===== config.mk =====
export PLATFORM = sky130hd
export DESIGN_NAME = ula_registrador_resultado
export DESIGN_NICKNAME = d
export VERILOG_FILES = /design/src/rtl/ula_pkg.sv /design/src/rtl/ula_calc_flags.sv /design/src/rtl/ula_registrador_resultado.sv
export SDC_FILE = /design/constraint.sdc
export NUM_CORES = 1
export LEC_CHECK = 0
export CORE_AREA = 2 2 70 72
export DETAILED_ROUTE_END_ITERATION = 10
export DIE_AREA = 0 0 72 74
export PLACE_DENSITY = 0.8
export SYNTH_ARGS = -nofsm -noshare
export SYNTH_HDL_FRONTEND = slang
export SYNTH_HIERARCHICAL = 1
export SYNTH_SLANG_ARGS = --single-unit

===== constraint.sdc =====
create_clock -name clk -period 1.8 [get_ports clk]
set_clock_uncertainty 0.2 [all_clocks]
set_input_delay 0.36 -clock clk [delete_from_list [all_inputs] [get_ports clk]]
set_output_delay 0.36 -clock clk [all_outputs]
set_load 0.02 [all_outputs]

===== src/rtl/ula_pkg.sv =====
// Shared definitions for the ALU result stage: opcodes, flag positions, FIFO entry.
// Latency: n/a (declarations only).
// Backpressure: n/a.
package ula_pkg;

  localparam logic [2:0] OP_ADD = 3'd0;
  localparam logic [2:0] OP_SUB = 3'd1;
  localparam logic [2:0] OP_AND = 3'd2;
  localparam logic [2:0] OP_OR  = 3'd3;
  localparam logic [2:0] OP_XOR = 3'd4;
  localparam logic [2:0] OP_NOT = 3'd5;
  localparam logic [2:0] OP_SHL = 3'd6;
  localparam logic [2:0] OP_SHR = 3'd7;

  localparam int FLAG_Z = 3;
  localparam int FLAG_N = 2;
  localparam int FLAG_C = 1;
  localparam int FLAG_V = 0;

  localparam int ENTRY_W = 15;

  // One buffered result: value, the opcode that produced it, and its {Z,N,C,V}.
  typedef struct packed {
    logic [7:0] result;
    logic [2:0] sel;
    logic [3:0] flags;
  } entry_t;

endpackage


===== src/rtl/ula_calc_flags.sv =====
// Derives {Z,N,C,V} for one ALU result; C/V pass only for opcodes enabled in CV_MASK.
// Latency: purely combinational.
// Backpressure: none (no state).
module ula_calc_flags
  import ula_pkg::*;
#(
  parameter logic [7:0] CV_MASK = 8'b0000_0011
) (
  input  logic [7:0] result,
  input  logic [2:0] sel,
  input  logic       carry,
  input  logic       overflow,
  output logic [3:0] flags
);

  // Flag derivation; carry/overflow are meaningless for logic/shift opcodes.
  always_comb begin
    flags         = '0;
    flags[FLAG_Z] = (result == 8'h00);
    flags[FLAG_N] = result[7];
    flags[FLAG_C] = carry & CV_MASK[sel];
    flags[FLAG_V] = overflow & CV_MASK[sel];
  end

endmodule


===== src/rtl/ula_registrador_resultado.sv =====
// Registers the ALU mux result with opcode and flags into a 2-entry FIFO for the consumer.
// Latency: one cycle from accepted beat to out_valid.
// Backpressure: in_ready = not full, from registered state only; no pass-through when full.
module ula_registrador_resultado
  import ula_pkg::*;
#(
  parameter int         DEPTH   = 2,
  parameter logic [7:0] CV_MASK = 8'b0000_0011
) (
  input  logic       clk,
  input  logic       rst_n,
  input  logic [7:0] in_result,
  input  logic [2:0] in_sel,
  input  logic       in_carry,
  input  logic       in_overflow,
  input  logic       in_valid,
  output logic       in_ready,
  output logic [7:0] out_result,
  output logic [2:0] out_sel,
  output logic [3:0] out_flags,
  output logic       out_valid,
  input  logic       out_ready,
  output logic [7:0] op_count
);

  localparam logic [1:0] FULL = 2'(DEPTH);

  entry_t     mem [2];
  logic       wr_ptr;
  logic       rd_ptr;
  logic [1:0] count;
  logic [3:0] new_flags;
  logic       push;
  logic       pop;

  ula_calc_flags #(
    .CV_MASK (CV_MASK)
  ) u_calc_flags (
    .result   (in_result),
    .sel      (in_sel),
    .carry    (in_carry),
    .overflow (in_overflow),
    .flags    (new_flags)
  );

  assign in_ready   = (count != FULL);
  assign out_valid  = (count != 2'd0);
  assign push       = in_valid && in_ready;
  assign pop        = out_valid && out_ready;
  assign out_result = mem[rd_ptr].result;
  assign out_sel    = mem[rd_ptr].sel;
  assign out_flags  = mem[rd_ptr].flags;

  // Entry storage; cleared on reset so idle outputs read as zero.
  always_ff @(posedge clk or negedge rst_n) begin
    if (!rst_n) begin
      mem[0] <= '0;
      mem[1] <= '0;
    end else if (push) begin
      mem[wr_ptr] <= '{result: in_result, sel: in_sel, flags: new_flags};
    end
  end

  // Pointers, occupancy and accepted-beat counter; push+pop leaves count unchanged.
  always_ff @(posedge clk or negedge rst_n) begin
    if (!rst_n) begin
      wr_ptr   <= 1'b0;
      rd_ptr   <= 1'b0;
      count    <= 2'd0;
      op_count <= 8'h00;
    end else begin
      if (push) begin
        wr_ptr   <= ~wr_ptr;
        op_count <= op_count + 8'd1;
      end
      if (pop) begin
        rd_ptr <= ~rd_ptr;
      end
      case ({push, pop})
        2'b10:   count <= count + 2'd1;
        2'b01:   count <= count - 2'd1;
        default: count <= count;
      endcase
    end
  end

endmodule

* After elaboration in Yosys (flattened, before gate mapping)
Memories as Yosys holds them, arrays and structs flattened. Index checks and enable logic that the tools add are counted. Widths: inputs -> output; s select.
Word-level totals: memory bits (writable) 0, memories 1, latch bits 0, input port bits 17, bits in read-only memories 8, output and inout port bits 25, word-level logic and storage cells 41, register bits after elaboration 42
Operators by class: shifts and indexed selects 0, reduce and logical (&&, ||, !) cells 6, eq/ne operators 3, $mul 0, bitwise operators 6, magnitude comparators 4, multiplexer cells 8, $add $sub $neg 3, div/mod/pow operators 0
Memories:
- (no name shown) | words 8, bits a word 1, rd ports 1, clocked after memory_dff 0, write ports 0, line ula_calc_flags.sv:21 | flags[FLAG_C] = carry & CV_MASK[sel];
Operators by type and width (number):
- $mux 15 | 4
- $bwmux 30 | 1
- $demux 15 s1 | 1
- $add 8x1->8 const B | 1
- $logic_not 8->1 | 1
- $ge 2x2->1 const B | 2
- $lt 3x4->1 const B | 1
- $not 1->2 | 2
- $pmux 2 s2 | 1
- $reduce_bool 2->1 | 2
- $logic_and 1x1->1 | 3
- $add 2x1->2 const B | 1
- $and 1x1->1 | 2
- $eq 2x1->1 const B | 1
- $eq 2x2->1 const B | 1
- $lt 2x1->1 const B | 1
- $ne 2x2->1 const B | 1
- $not 1->1 | 2
- $sub 2x1->2 const B | 1
- $mux 1 | 1

* Depth between registers and ports, before layout
Gate-level depths: netlist of run 1.
depth after elaboration 6, depth in mapped cells 7, mapped depth without buffers 6

* Modules after synthesis
The synthesis of run 1 kept the hierarchy.
By module, submodules not included:
- ula_registrador_resultado | sequential area each 1051.0 um^2, area an instance 1934.4 um^2, cells each 127, times used 1
- ula_calc_flags | sequential area each 0.0 um^2, area an instance 41.3 um^2, cells each 6, times used 1

* Least setup slack after synthesis of run 1
Ideal clock, no wire load.
kind reg2reg, start point register count[1], end point register count[1], period minus slack after synthesis 1802 ps, arrival 1477 ps, path buffers 0, path slack -2 ps, data required time 1474 ps, library setup time 126 ps, stages on the path, launching flop included 7, cells stage by stage dfrtp_1 -> or2_2 -> and2_1 -> ha_1 -> xnor2_1 -> nor2_1 -> xor2_1
Between the ends: longest elaborated chain between the ends 4, elaborated cells on any way between the ends 10, those cells by class 2 x add/sub; 3 x eq/ne; 1 x mux; 4 x reduce/logical
Ends and longest elaborated chain:
- from (decl) | line ula_registrador_resultado.sv:31 | logic [1:0] count;
- from (signal assigned) | line ula_registrador_resultado.sv:80 | 2'b10: count <= count + 2'd1;
- from (signal assigned) | line ula_registrador_resultado.sv:81 | 2'b01: count <= count - 2'd1;
- from (signal assigned) | line ula_registrador_resultado.sv:82 | default: count <= count;
- $reduce_bool 2->1 (*) | line ula_registrador_resultado.sv:47 | assign out_valid = (count != 2'd0);
- via out_valid | line ula_registrador_resultado.sv:21 | output logic out_valid,
- $logic_and 1x1->1 (*) | line ula_registrador_resultado.sv:49 | assign pop = out_valid && out_ready;
- via pop | line ula_registrador_resultado.sv:34 | logic pop;
- $eq 2x1->1 / $eq 2x2->1 (equally long branches) | line ula_registrador_resultado.sv:79 | case ({push, pop})
- $pmux 2 s2 / $reduce_bool 2->1 (equally long branches)
Mark *: on every way through the listed nets, which the timed path passes. The rest lies on a longest branch. A chain may end at the register's enable or synchronous reset.

* Worst setup path in the final report of run 1
start point register rd_ptr, end point output port out_flags[1]
Between the ends: longest elaborated chain between the ends 4
Ends and longest elaborated chain:
- from (decl) | line ula_registrador_resultado.sv:30 | logic rd_ptr;
- from (signal assigned) | line ula_registrador_resultado.sv:77 | rd_ptr <= ~rd_ptr;
- $not 1->2 (implied by the code) | line ula_registrador_resultado.sv:52 | assign out_flags = mem[rd_ptr].flags;
- $mux 15 (implied by the code) (3 in series) | line ula_registrador_resultado.sv:52
- to (decl) | line ula_registrador_resultado.sv:20 | output logic [3:0] out_flags,
Every way passes these cells. The select of a mux whose other input is x is not followed.

==> reports/qor.txt, run 1 <==
SETUP PATH
-------------------------------------------------------------------------------------
Largest incremental delay on the critical path                                0.45 ns
Endpoint required time on the critical path                                   1.24 ns
CP Capture Type                                                           output port
Count of cells along the worst register-to-register path                            8
Highest net fanout along the worst path                                             6
Reg-to-reg slack, setup                                                       0.08 ns
Cell with the largest stage delay on the worst path                           dfrtp_2
Series of cell instances along the critical path                         buf_8 -> mux2_4 -> buf_6
Endpoint arrival time on the critical path                                    1.34 ns
Startpoint type of the worst setup path                                          flop
Setup CP Type                                                              reg -> out

STA
-------------------------------------------------------------------------------------
Final setup violation count                                                        15
Pin slew with the least headroom to its limit                                0.416 ns
Max Clock Freq                                                                525 MHz
Final period utilization                                                         106%
Min Clock Period, post-route                                                  1.90 ns
Normalized max-slew margin                                                      72.2%
Number of endpoints with negative hold slack in the final report                    0
Count of final max-slew check failures                                              0
Min setup slack post-route                                                  -0.104 ns
Setup repair after global routing missed its margin                              true

GLOBAL ROUTING
-------------------------------------------------------------------------------------
Number of global-route vias before repair                                        1366
Overall overflow remaining after global route                                       0
Largest net degree at the start of global routing                                  26
Wire length of the first global-routing pass                                  6350 um
Total GRT Usage                                                                 15.7%
Antenna violations before repair                                                    0

POWER
-------------------------------------------------------------------------------------
Net Sw Frac                                                                     33.8%
Power share of the clock group                                                  13.2%
Part of the total power dissipated in combinational logic                       55.4%
Leak pwr                                                                      1.32 nW
Power per standard cell area                                             1930 nW/um^2
Net Sw Power                                                                  1.83 mW
Overall Power                                                                 5.42 mW
Max IR drop VDD                                                               1000 uV
Sequential cell fraction of total power                                         31.3%
Internal power summed over all cells                                          3.58 mW

FLOORPLANNING
-------------------------------------------------------------------------------------
Die Span X                                                                      72 um
Die Area                                                                    5330 um^2
IO Count                                                                           42
Initial Utilization                                                             43.0%
Core outline area                                                           4600 um^2
Die H                                                                           74 um
Standard-cell row count                                                            25

LAYOUT
-------------------------------------------------------------------------------------
Total number of nets in the final design                                          217
Layout-stage area growth over the synthesis result                              42.3%
Share of layout cells above drive strength 1                                    52.3%
Seq. cell area                                                              1050 um^2
Number of filler instances in the final layout                                    350
Combined area of the multi-input logic cells                                 927 um^2
Number of antenna diodes                                                            0
Final Cell Area                                                             2810 um^2

RUN STATUS
-------------------------------------------------------------------------------------
Violations in the final reports                                          setup timing
Status                                                                   complete, but fails checks

PLACEMENT
-------------------------------------------------------------------------------------
Final GP Congestion                                                             0.821
Post-detail-place hpwl                                                        2620 um
Pre-CTS setup slack                                                         -0.203 ns
DP Area                                                                     2560 um^2
Count of input and output buffers                                                  41

DETAILED ROUTING
-------------------------------------------------------------------------------------
Via count                                                                        1257
Detailed-route wire length per cell                                           15.5 um
Total Routed Length                                                           3910 um
Iteration-0 DRC count of the detailed router                                       71
Routed vias/inst                                                                 4.97
Count of unresolved DRC violations after routing                                    0
Antenna violation net count after detailed routing                                  0
Number of detailed-routing iterations run before antenna repair                     4

YOSYS
-------------------------------------------------------------------------------------
Fraction of the mapped netlist area in adder cells                              1.27%
Total of flip-flops plus latches after synthesis                                   42
Mux share of post-synthesis cell area                                           28.1%
Cell area after synthesis                                                   1980 um^2
Mean post-synth cell area                                                   14.9 um^2
Net count after synthesis                                                         152
Portion of the post-synthesis area used by sequential elements                  53.2%
Post-synthesis share of cell area spent on and, or, nand and nor gates          7.98%
Yosys warning total                                                                 6
Largest family of logic cells by synthesized area                        multiplexers
Cell count after synthesis                                                        133
Share of the synthesized area in compound gates (AO/OA/AOI/OAI)                    0%
Count of different cell masters after synthesis                                    24
Fraction of synthesized cell area in xor and xnor cells                         5.32%

RUN
-------------------------------------------------------------------------------------
Number of maximum-capacitance violations                                            0

CLOCK NETWORK
-------------------------------------------------------------------------------------
CTS max path bufs                                                                   2
CTS sink cnt                                                                       42
Root buf cell                                                                clkbuf_8
Clk pin slew, worst setup/hold paths                                          0.07 ns
Total CTS buffers                                                                   5
Skew-Pair Late Insertion Delay                                                0.29 ns
TritonCTS clock tree                                                            built
CTS H-tree lvls                                                                     2

MIN PATH
-------------------------------------------------------------------------------------
Cells on Worst Hold Path                                                            1
Worst hold path type                                                       reg -> reg

-- path summary, 6_finish.rpt --
check / from / to
max: rd_ptr / out_flags[1]
min: op_count[7] / op_count[7]
max reg2reg: count[1] / count[1]
min reg2reg: op_count[7] / op_count[7]
max in group asynchronous: rst_n / rd_ptr
min in group asynchronous: rst_n / mem[2]
-- layout make-up --
cell class                      instances  share of cell area, %
Tap cell                               54                   2.40
Timing Repair Buffer                   66                   23.3
Multi-Input combinational cell         83                   33.0
Sequential cell                        42                   37.4
Clock buffer                            5                   2.45
Clock inverter                          3                   1.42
-- worst max-delay path, delay by kind of cell (launching register included) --
family	cells	cell delay, ns
flip-flops	1	0.45
multiplexers	1	0.31
buffers and inverters	2	0.29
-- power by group through the flow --
stage	registers (mW)	logic, mW	clock network (mW)
after floorplan	1.68	1.62	0
after global placement	1.66	2.58	0
after detailed placement	1.69	2.64	0
after CTS	1.67	2.86	0.740
after global routing	1.76	3.17	0.767
final	1.70	3.00	0.717
-- layer usage --
metal	vias up	track usage, %	wire length, um
met1	618	19.4	1670
met2	35	27.4	2010
met5	-	0	0
li1	601	-	-
met3	3	5.01	210
met4	0	3.14	15
-- registers in the layout (all words and copies together) (netlist names) --
signal,flops
count,2
rd_ptr,1
wr_ptr,1
mem,30
op_count,8
-- placed cells by master (no fill, tap or decap), types with 4 or more instances in the layout --
cell and count:
buf_12 4, clkdlybuf4s50_1 15, dlygate4sd2_1 8, dfrtp_1 41, mux2_4 25, clkbuf_8 5
xnor2_1 9, nand4_1 4, mux2_2 21, buf_6 16, buf_4 18
-- cell usage after synthesis --
master	n	share of area [%]
and2_1	3	0.95
and3_1	1	0.32
and3b_1	1	0.44
and4_1	2	0.89
buf_12	1	1.0
buf_2	1	0.25
buf_4	1	0.38
buf_6	4	2.3
clkbuf_1	1	0.19
dfrtp_1	42	53
ha_1	2	1.3
mux2_2	36	21
mux2_4	10	7.6
nand2_1	1	0.19
nand2b_4	1	0.70
nand3_1	2	0.51
nand3_2	1	0.51
nand4_1	4	1.3
nor2_1	2	0.38
nor3b_1	2	0.76
or2_2	1	0.32
or4_1	2	0.76
xnor2_1	10	4.4
xor2_1	2	0.89
-- cells by family (layout without fill, tap and decap cells) --
logic type | count (synthesis) | in the layout
xor gates and xnor gates | 12 | 12
adders and majority gates | 2 | 2
buffers and inverters | 8 | 74
DFF | 42 | 42
muxes | 46 | 46
and+or+nand+nor | 23 | 23
-- repair_timing --
action	in CTS	in global routing
setup buffers	6	0
hold buffers	1	0
gates cloned	1	0
endpoints found under the setup margin	26	18
resized for setup	101	28
hold endpoints to repair	17	0
-- metrics by stage --
stage	setup TNS [ns]	instances	hold slack (ns)	util, %
2_1_floorplan	0	133	-0.136	-
3_3_place_gp	-4.89	239	0.107	55.7
3_5_place_dp	-5.53	239	0.120	55.7
4_1_cts	-2.39	255	0.286	60.4
5_1_grt	-1.97	253	0.300	61.1
6_report	-1.36	253	0.273	61.1
(Power assumes the default switching activity.)
==> run 2: changes to the inputs <==
--- a/config.mk
+++ b/config.mk
@@ -8,7 +8,7 @@
 export CORE_AREA = 2 2 70 72
 export DETAILED_ROUTE_END_ITERATION = 10
 export DIE_AREA = 0 0 72 74
-export PLACE_DENSITY = 0.8
+export PLACE_DENSITY = 0.72
 export SYNTH_ARGS = -nofsm -noshare
 export SYNTH_HDL_FRONTEND = slang
 export SYNTH_HIERARCHICAL = 1
==> reports/qor.txt, run 2 (synthesized netlist as in run 1, its figures left out) <==
FLOORPLANNING
--------------------------------------------------------------------------------
Die Area                                                               5330 um^2   unchanged
Standard-cell row count                                                       25   unchanged
Initial Utilization                                                        43.0%   unchanged
Core outline area                                                      4600 um^2   unchanged
Die Span X                                                                 72 um   unchanged
IO Count                                                                      42   unchanged
Die H                                                                      74 um   unchanged

POWER
--------------------------------------------------------------------------------
Part of the total power dissipated in combinational logic                  56.3%   +0.9 points
Net Sw Frac                                                                34.4%   +0.62 points
Power share of the clock group                                             11.0%   -2.2 points
Internal power summed over all cells                                     3.37 mW   -6.1%
Net Sw Power                                                             1.77 mW   -3.5%
Leak pwr                                                                 1.28 nW   -3.0%
Sequential cell fraction of total power                                    32.7%   +1.4 points
Power per standard cell area                                        1870 nW/um^2   -2.7%
Overall Power                                                            5.13 mW   -5.2%
Max IR drop VDD                                                           838 uV   -16%

PLACEMENT
--------------------------------------------------------------------------------
Final GP Congestion                                                        0.785   -4.3%
Count of input and output buffers                                             41   unchanged
Cell total after placement                                                   238   -0.42%
Pre-CTS setup slack                                                    -0.198 ns   +0.00413 ns
Post-detail-place hpwl                                                   2620 um   about the same
DP Area                                                                2540 um^2   -0.78%

GLOBAL ROUTING
--------------------------------------------------------------------------------
Largest net degree at the start of global routing                             43   +65%
Overall overflow remaining after global route                                  0   unchanged
Total GRT Usage                                                            15.7%   +0.020 points
Number of global-route vias before repair                                   1353   -0.95%
Wire length of the first global-routing pass                             6390 um   +0.65%
Antenna violations before repair                                               0   unchanged

CLOCK NETWORK
--------------------------------------------------------------------------------
TritonCTS clock tree                                                       built
Clk pin slew, worst setup/hold paths                                     0.07 ns   about the same
CTS H-tree lvls                                                                2   unchanged
Root buf cell                                                           clkbuf_8
CTS sink cnt                                                                  42   unchanged
Total CTS buffers                                                              5   unchanged
CTS max path bufs                                                              2   unchanged
Skew-Pair Late Insertion Delay                                           0.28 ns   about the same

STA
--------------------------------------------------------------------------------
Final setup violation count                                                   15   unchanged
Min Clock Period, post-route                                             1.92 ns   +0.0170 ns
Final Hold Slack                                                        0.268 ns   -0.00512 ns
Post-Route Setup TNS                                                    -1.62 ns   -0.251 ns
Max Clock Freq                                                           521 MHz   -0.89%
Pin slew with the least headroom to its limit                           0.524 ns   +0.107 ns
Count of final max-slew check failures                                         0   unchanged
Setup repair after global routing missed its margin                         true
Number of endpoints with negative hold slack in the final report               0   unchanged
Final period utilization                                                    107%   +0.95 points
Min setup slack post-route                                             -0.121 ns   -0.0170 ns
Normalized max-slew margin                                                 65.1%   -7.2 points

SETUP PATH
--------------------------------------------------------------------------------
Count of cells along the worst register-to-register path                       6   -2
Setup CP Type                                                         reg -> out
Reg-to-reg slack, setup                                                  0.10 ns   +0.02 ns
CP Capture Type                                                      output port
Reg-to-reg critical path endpoint                                       count[1]
Highest net fanout along the worst path                                        5   -1
Endpoint required time on the critical path                              1.24 ns   about the same
Worst reg2reg path startpoint                                           count[0]
Startpoint type of the worst setup path                                     flop
Endpoint arrival time on the critical path                               1.36 ns   +0.02 ns

DETAILED ROUTING
--------------------------------------------------------------------------------
Iteration-0 DRC count of the detailed router                                  59   -17%
Number of detailed-routing iterations run before antenna repair                4   unchanged
Antenna violation net count after detailed routing                             0   unchanged
Via count                                                                   1263   +0.48%
Total Routed Length                                                      3820 um   -2.3%
Count of unresolved DRC violations after routing                               0   unchanged
Detailed-route wire length per cell                                      15.2 um   -1.9%
Routed vias/inst                                                            5.01   +0.88%

RUN STATUS
--------------------------------------------------------------------------------
Status                                                              complete, but fails checks
Violations in the final reports                                     setup timing

LAYOUT
--------------------------------------------------------------------------------
Number of antenna diodes                                                       0   unchanged
Share of layout cells above drive strength 1                               51.0%   -1.3 points
Fraction of the core area covered by cells at the end of the flow          59.6%   -1.6 points
Flip-flop count of the largest register after layout                          30   unchanged
Finished Layout Cells                                                        252   -0.40%
Combined area of the multi-input logic cells                            890 um^2   -4.0%
Most flops, register                                                         mem
Number of filler instances in the final layout                               354   +1.1%
Layout-stage area growth over the synthesis result                         38.6%
Leading cell type in the layout, fill and taps excluded                  dfrtp_1
Final Cell Area                                                        2740 um^2   -2.6%
Total number of nets in the final design                                     217   unchanged
Most frequent cells in the layout                                   41 x dfrtp_1, 27 x mux2_2, 19 x mux2_4
Seq. cell area                                                         1050 um^2   unchanged
Largest registers                                                   mem: 30 flops, op_count: 8 flops, count: 2 flops

MIN PATH
--------------------------------------------------------------------------------
Worst hold path type                                                  reg -> reg
Hold Crit Endpoint                                                   op_count[7]
Min-Delay Startpoint                                                 op_count[7]
Cells on Worst Hold Path                                                       1   unchanged

RUN
--------------------------------------------------------------------------------
Number of maximum-capacitance violations                                       0   unchanged

## run 2: changes by cell type in the layout (fill, tap and decap cells not counted), sizes merged
cell / before / now
clkbuf: 6 / 8
buf: 41 / 39
bufinv: 1 / 0
## run 2: area by class of cell
cell class | count | share of cell area, %
clock inverters | 2 | 0.365
flip-flops and latches | 42 | 38.4
multi-input cells | 83 | 32.5
clock buffers | 5 | 2.51
repair buffers | 66 | 23.8
well taps | 54 | 2.47
## run 2: how the worst max path moves through the flow
stage	startpoint	cells past startpoint	endpoint	slack [ns]
after floorplan	rd_ptr	3	out_result[0]	0.04
after global routing	rd_ptr	3	out_sel[2]	-0.17
after global placement	rd_ptr	3	out_result[0]	-0.17
final	rd_ptr	3	out_flags[2]	-0.12
after detailed placement	rd_ptr	3	out_flags[3]	-0.20
after CTS	rd_ptr	3	out_result[1]	-0.21
## run 2: worst max-delay path, stage by stage (launching register included)
cell and delay, ns:
dfrtp_2 0.47, clkbuf_16 0.18, mux2_4 0.30, buf_6 0.13
## run 2: power groups by stage
stage	clock, mW	sequential, mW	combinational (mW)
after detailed placement	0	1.69	2.63
after floorplan	0	1.68	1.62
after CTS	0.579	1.65	2.48
after global routing	0.625	1.75	3.07
final	0.564	1.68	2.89
after global placement	0	1.66	2.58
## run 2: timing repair
action | 4_1_cts | 5_1_grt
pin swaps | 0 | 4
hold buffers | 1 | 0
cloned | 0 | 1
gates resized for setup | 69 | 47
endpoints found under the hold margin | 42 | 0
setup endpoints to repair | 25 | 18
buffers inserted | 4 | 1
## run 2: routing by layer
| layer | track usage (%) | share of wire, % | vias to the layer above |
|---|---|---|---|
| li1 | - | - | 603 |
| met1 | 20.2 | 45 | 623 |
| met2 | 25.8 | 49 | 32 |
| met3 | 4.88 | 5.1 | 5 |
| met4 | 4.61 | 1.2 | 0 |
| met5 | 0 | 0 | - |
==> run 3: changes to the inputs <==
--- a/config.mk
+++ b/config.mk
@@ -13,3 +13,4 @@
 export SYNTH_HDL_FRONTEND = slang
 export SYNTH_HIERARCHICAL = 1
 export SYNTH_SLANG_ARGS = --single-unit
+export TNS_END_PERCENT = 1
==> reports/qor.txt, run 3 (synthesized netlist as in run 1, its figures left out) <==
STA
-------------------------------------------------------------------------------
Setup repair after global routing missed its margin                        true
Post-Route Setup TNS                                                   -1.68 ns   -0.0598 ns
Max Clock Freq                                                          520 MHz   about the same
Final period utilization                                                   107%   about the same
Min Clock Period, post-route                                            1.92 ns   +0.00155 ns
Count of final max-slew check failures                                        0   unchanged
Final setup violation count                                                  15   unchanged
Pin slew with the least headroom to its limit                          0.537 ns   +0.0133 ns
Min setup slack post-route                                            -0.122 ns   -0.00155 ns
Number of endpoints with negative hold slack in the final report              0   unchanged
Normalized max-slew margin                                                64.2%   -0.89 points

GLOBAL ROUTING
-------------------------------------------------------------------------------
Total GRT Usage                                                           15.6%   -0.15 points
Number of global-route vias before repair                                  1338   -1.1%
Largest net degree at the start of global routing                            43   unchanged
Wire length of the first global-routing pass                            6320 um   -1.1%
Antenna violations before repair                                              0   unchanged
Overall overflow remaining after global route                                 0   unchanged

MIN PATH
-------------------------------------------------------------------------------
Hold Crit Endpoint                                                  op_count[7]
Min-Delay Startpoint                                                op_count[7]
Cells on Worst Hold Path                                                      1   unchanged
Worst hold path type                                                 reg -> reg

DETAILED ROUTING
-------------------------------------------------------------------------------
Via count                                                                  1237   -2.1%
Total Routed Length                                                     3840 um   +0.42%
Antenna violation net count after detailed routing                            0   unchanged
Iteration-0 DRC count of the detailed router                                 42   -29%
Routed vias/inst                                                           5.01   about the same
Count of unresolved DRC violations after routing                              0   unchanged
Number of detailed-routing iterations run before antenna repair               4   unchanged
Detailed-route wire length per cell                                     15.5 um   +2.5%

SETUP PATH
-------------------------------------------------------------------------------
Endpoint required time on the critical path                             1.24 ns   about the same
CP Capture Type                                                     output port
Reg-to-reg critical path endpoint                                      count[1]
Series of cell instances along the critical path                   clkbuf_16 -> mux2_4 -> buf_6
First element of the critical path                                       rd_ptr
Cell with the largest stage delay on the worst path                     dfrtp_2
Count of cells along the worst register-to-register path                      5   -1
Endpoint arrival time on the critical path                              1.36 ns   about the same
Startpoint type of the worst setup path                                    flop
Worst reg2reg path startpoint                                          count[1]
Number of buffer and inverter stages on the critical path                     2   unchanged
Largest incremental delay on the critical path                          0.47 ns   about the same
Delay-heaviest family, CP                                            flip-flops
Setup CP Type                                                        reg -> out
Highest net fanout along the worst path                                       5   unchanged
Reg-to-reg slack, setup                                                 0.07 ns   -0.03 ns

RUN STATUS
-------------------------------------------------------------------------------
Status                                                             complete, but fails checks
Violations in the final reports                                    setup timing

POWER
-------------------------------------------------------------------------------
Leak pwr                                                                1.24 nW   -3.0%
Power per standard cell area                                       1850 nW/um^2   -1.2%
Overall Power                                                           4.95 mW   -3.5%
Max IR drop VDD                                                          791 uV   -5.7%

LAYOUT
-------------------------------------------------------------------------------
Number of antenna diodes                                                      0   unchanged
Layout-stage area growth over the synthesis result                        35.5%
Final Cell Area                                                       2680 um^2   -2.3%
Largest registers                                                  mem: 30 flops, op_count: 8 flops, count: 2 flops
Total number of nets in the final design                                    212   -2.3%
Flip-flop count of the largest register after layout                         30   unchanged
Leading cell type in the layout, fill and taps excluded                 dfrtp_1
Most flops, register                                                        mem
Most frequent cells in the layout                                  41 x dfrtp_1, 27 x mux2_2, 19 x mux2_4
Share of layout cells above drive strength 1                              48.7%   -2.3 points

PLACEMENT
-------------------------------------------------------------------------------
Count of input and output buffers                                            41   unchanged
DP Area                                                               2540 um^2   unchanged
Post-detail-place hpwl                                                  2620 um   unchanged
Final GP Congestion                                                       0.785   unchanged

FLOORPLANNING
-------------------------------------------------------------------------------
Die H                                                                     74 um   unchanged
Standard-cell row count                                                      25   unchanged
Initial Utilization                                                       43.0%   unchanged
Die Span X                                                                72 um   unchanged
Core outline area                                                     4600 um^2   unchanged
IO Count                                                                     42   unchanged
Die Area                                                              5330 um^2   unchanged

CLOCK NETWORK
-------------------------------------------------------------------------------
TritonCTS clock tree                                                      built
CTS H-tree lvls                                                               2   unchanged
CTS max path bufs                                                             2   unchanged
Total CTS buffers                                                             5   unchanged
Root buf cell                                                          clkbuf_8
CTS sink cnt                                                                 42   unchanged
Skew-Pair Late Insertion Delay                                          0.28 ns   about the same
Clk pin slew, worst setup/hold paths                                    0.07 ns   about the same

RUN
-------------------------------------------------------------------------------
Number of maximum-capacitance violations                                      0   unchanged

run 3: cell types whose count changed in the layout (fill, tap and decap cells not counted):
cell and delta:
xnor2_2 -1, buf_4 -4, buf_6 -4, clkbuf_2 -2
buf_2 +4, xnor2_1 +1, clkdlybuf4s15_1 +1
run 3: how the worst max path moves through the flow:
| stage | end | cells past startpoint |
|---|---|---|
| 2_1_floorplan | out_result[0] | 3 |
| 3_3_place_gp | out_result[0] | 3 |
| 3_5_place_dp | out_flags[3] | 3 |
| 4_1_cts | out_result[4] | 3 |
| 5_1_grt | out_sel[2] | 3 |
| 6_report | out_flags[2] | 3 |
run 3: metal layers:
metal / vias to the layer above / GRT usage [%] / part of all wire, %
li1: 590 / - / -
met1: 608 / 20.1 / 46
met2: 34 / 25.5 / 48
met3: 5 / 4.88 / 5.3
met4: 0 / 4.61 / 1.2
met5: - / 0 / 0
run 3: what timing repair did:
item / in CTS / in global routing
setup endpoints to repair: 25 / 17
pin swaps: 0 / 1
endpoints found under the hold margin: 42 / 0
setup buffers: 0 / 0
hold buffers: 1 / 0
resized for setup: 69 / 39
gates cloned: 0 / 1
run 3: metrics by stage:
stage | util [%] | instances | setup WS, ns | hold slack [ns]
after floorplan | - | 133 | 0.0352 | -0.136
after global placement | 55.3 | 238 | -0.175 | 0.249
after detailed placement | 55.3 | 238 | -0.198 | 0.262
after CTS | 55.8 | 246 | -0.236 | 0.280
after global routing | 58.2 | 247 | -0.168 | 0.301
final | 58.2 | 247 | -0.122 | 0.268
run 3: report_power, final:
part	internal, mW	switching [mW]	total (mW)	leakage [nW]
clock	0.260	0.302	0.563	0.0438
combinational	1.58	1.12	2.70	0.688
sequential	1.38	0.313	1.69	0.511
total	3.22	1.73	4.95	1.24
run 3: worst reg2reg max path: cells and delay by family (launching register included):
| kind | cells | cell delay, ns |
|---|---|---|
| AND/OR/NAND/NOR | 3 | 0.50 |
| flip-flops | 1 | 0.44 |
| adder cells (fa/ha/maj) | 1 | 0.34 |
| XOR/XNOR | 1 | 0.14 |
run 3: cell type report:
cell class	count	area, um^2
flip-flops and latches	42	1050
clock inverters	2	10.0
multi-input cells	83	882
well taps	54	67.6
repair buffers	61	596
clock buffers	5	68.8
fillers	368	1920
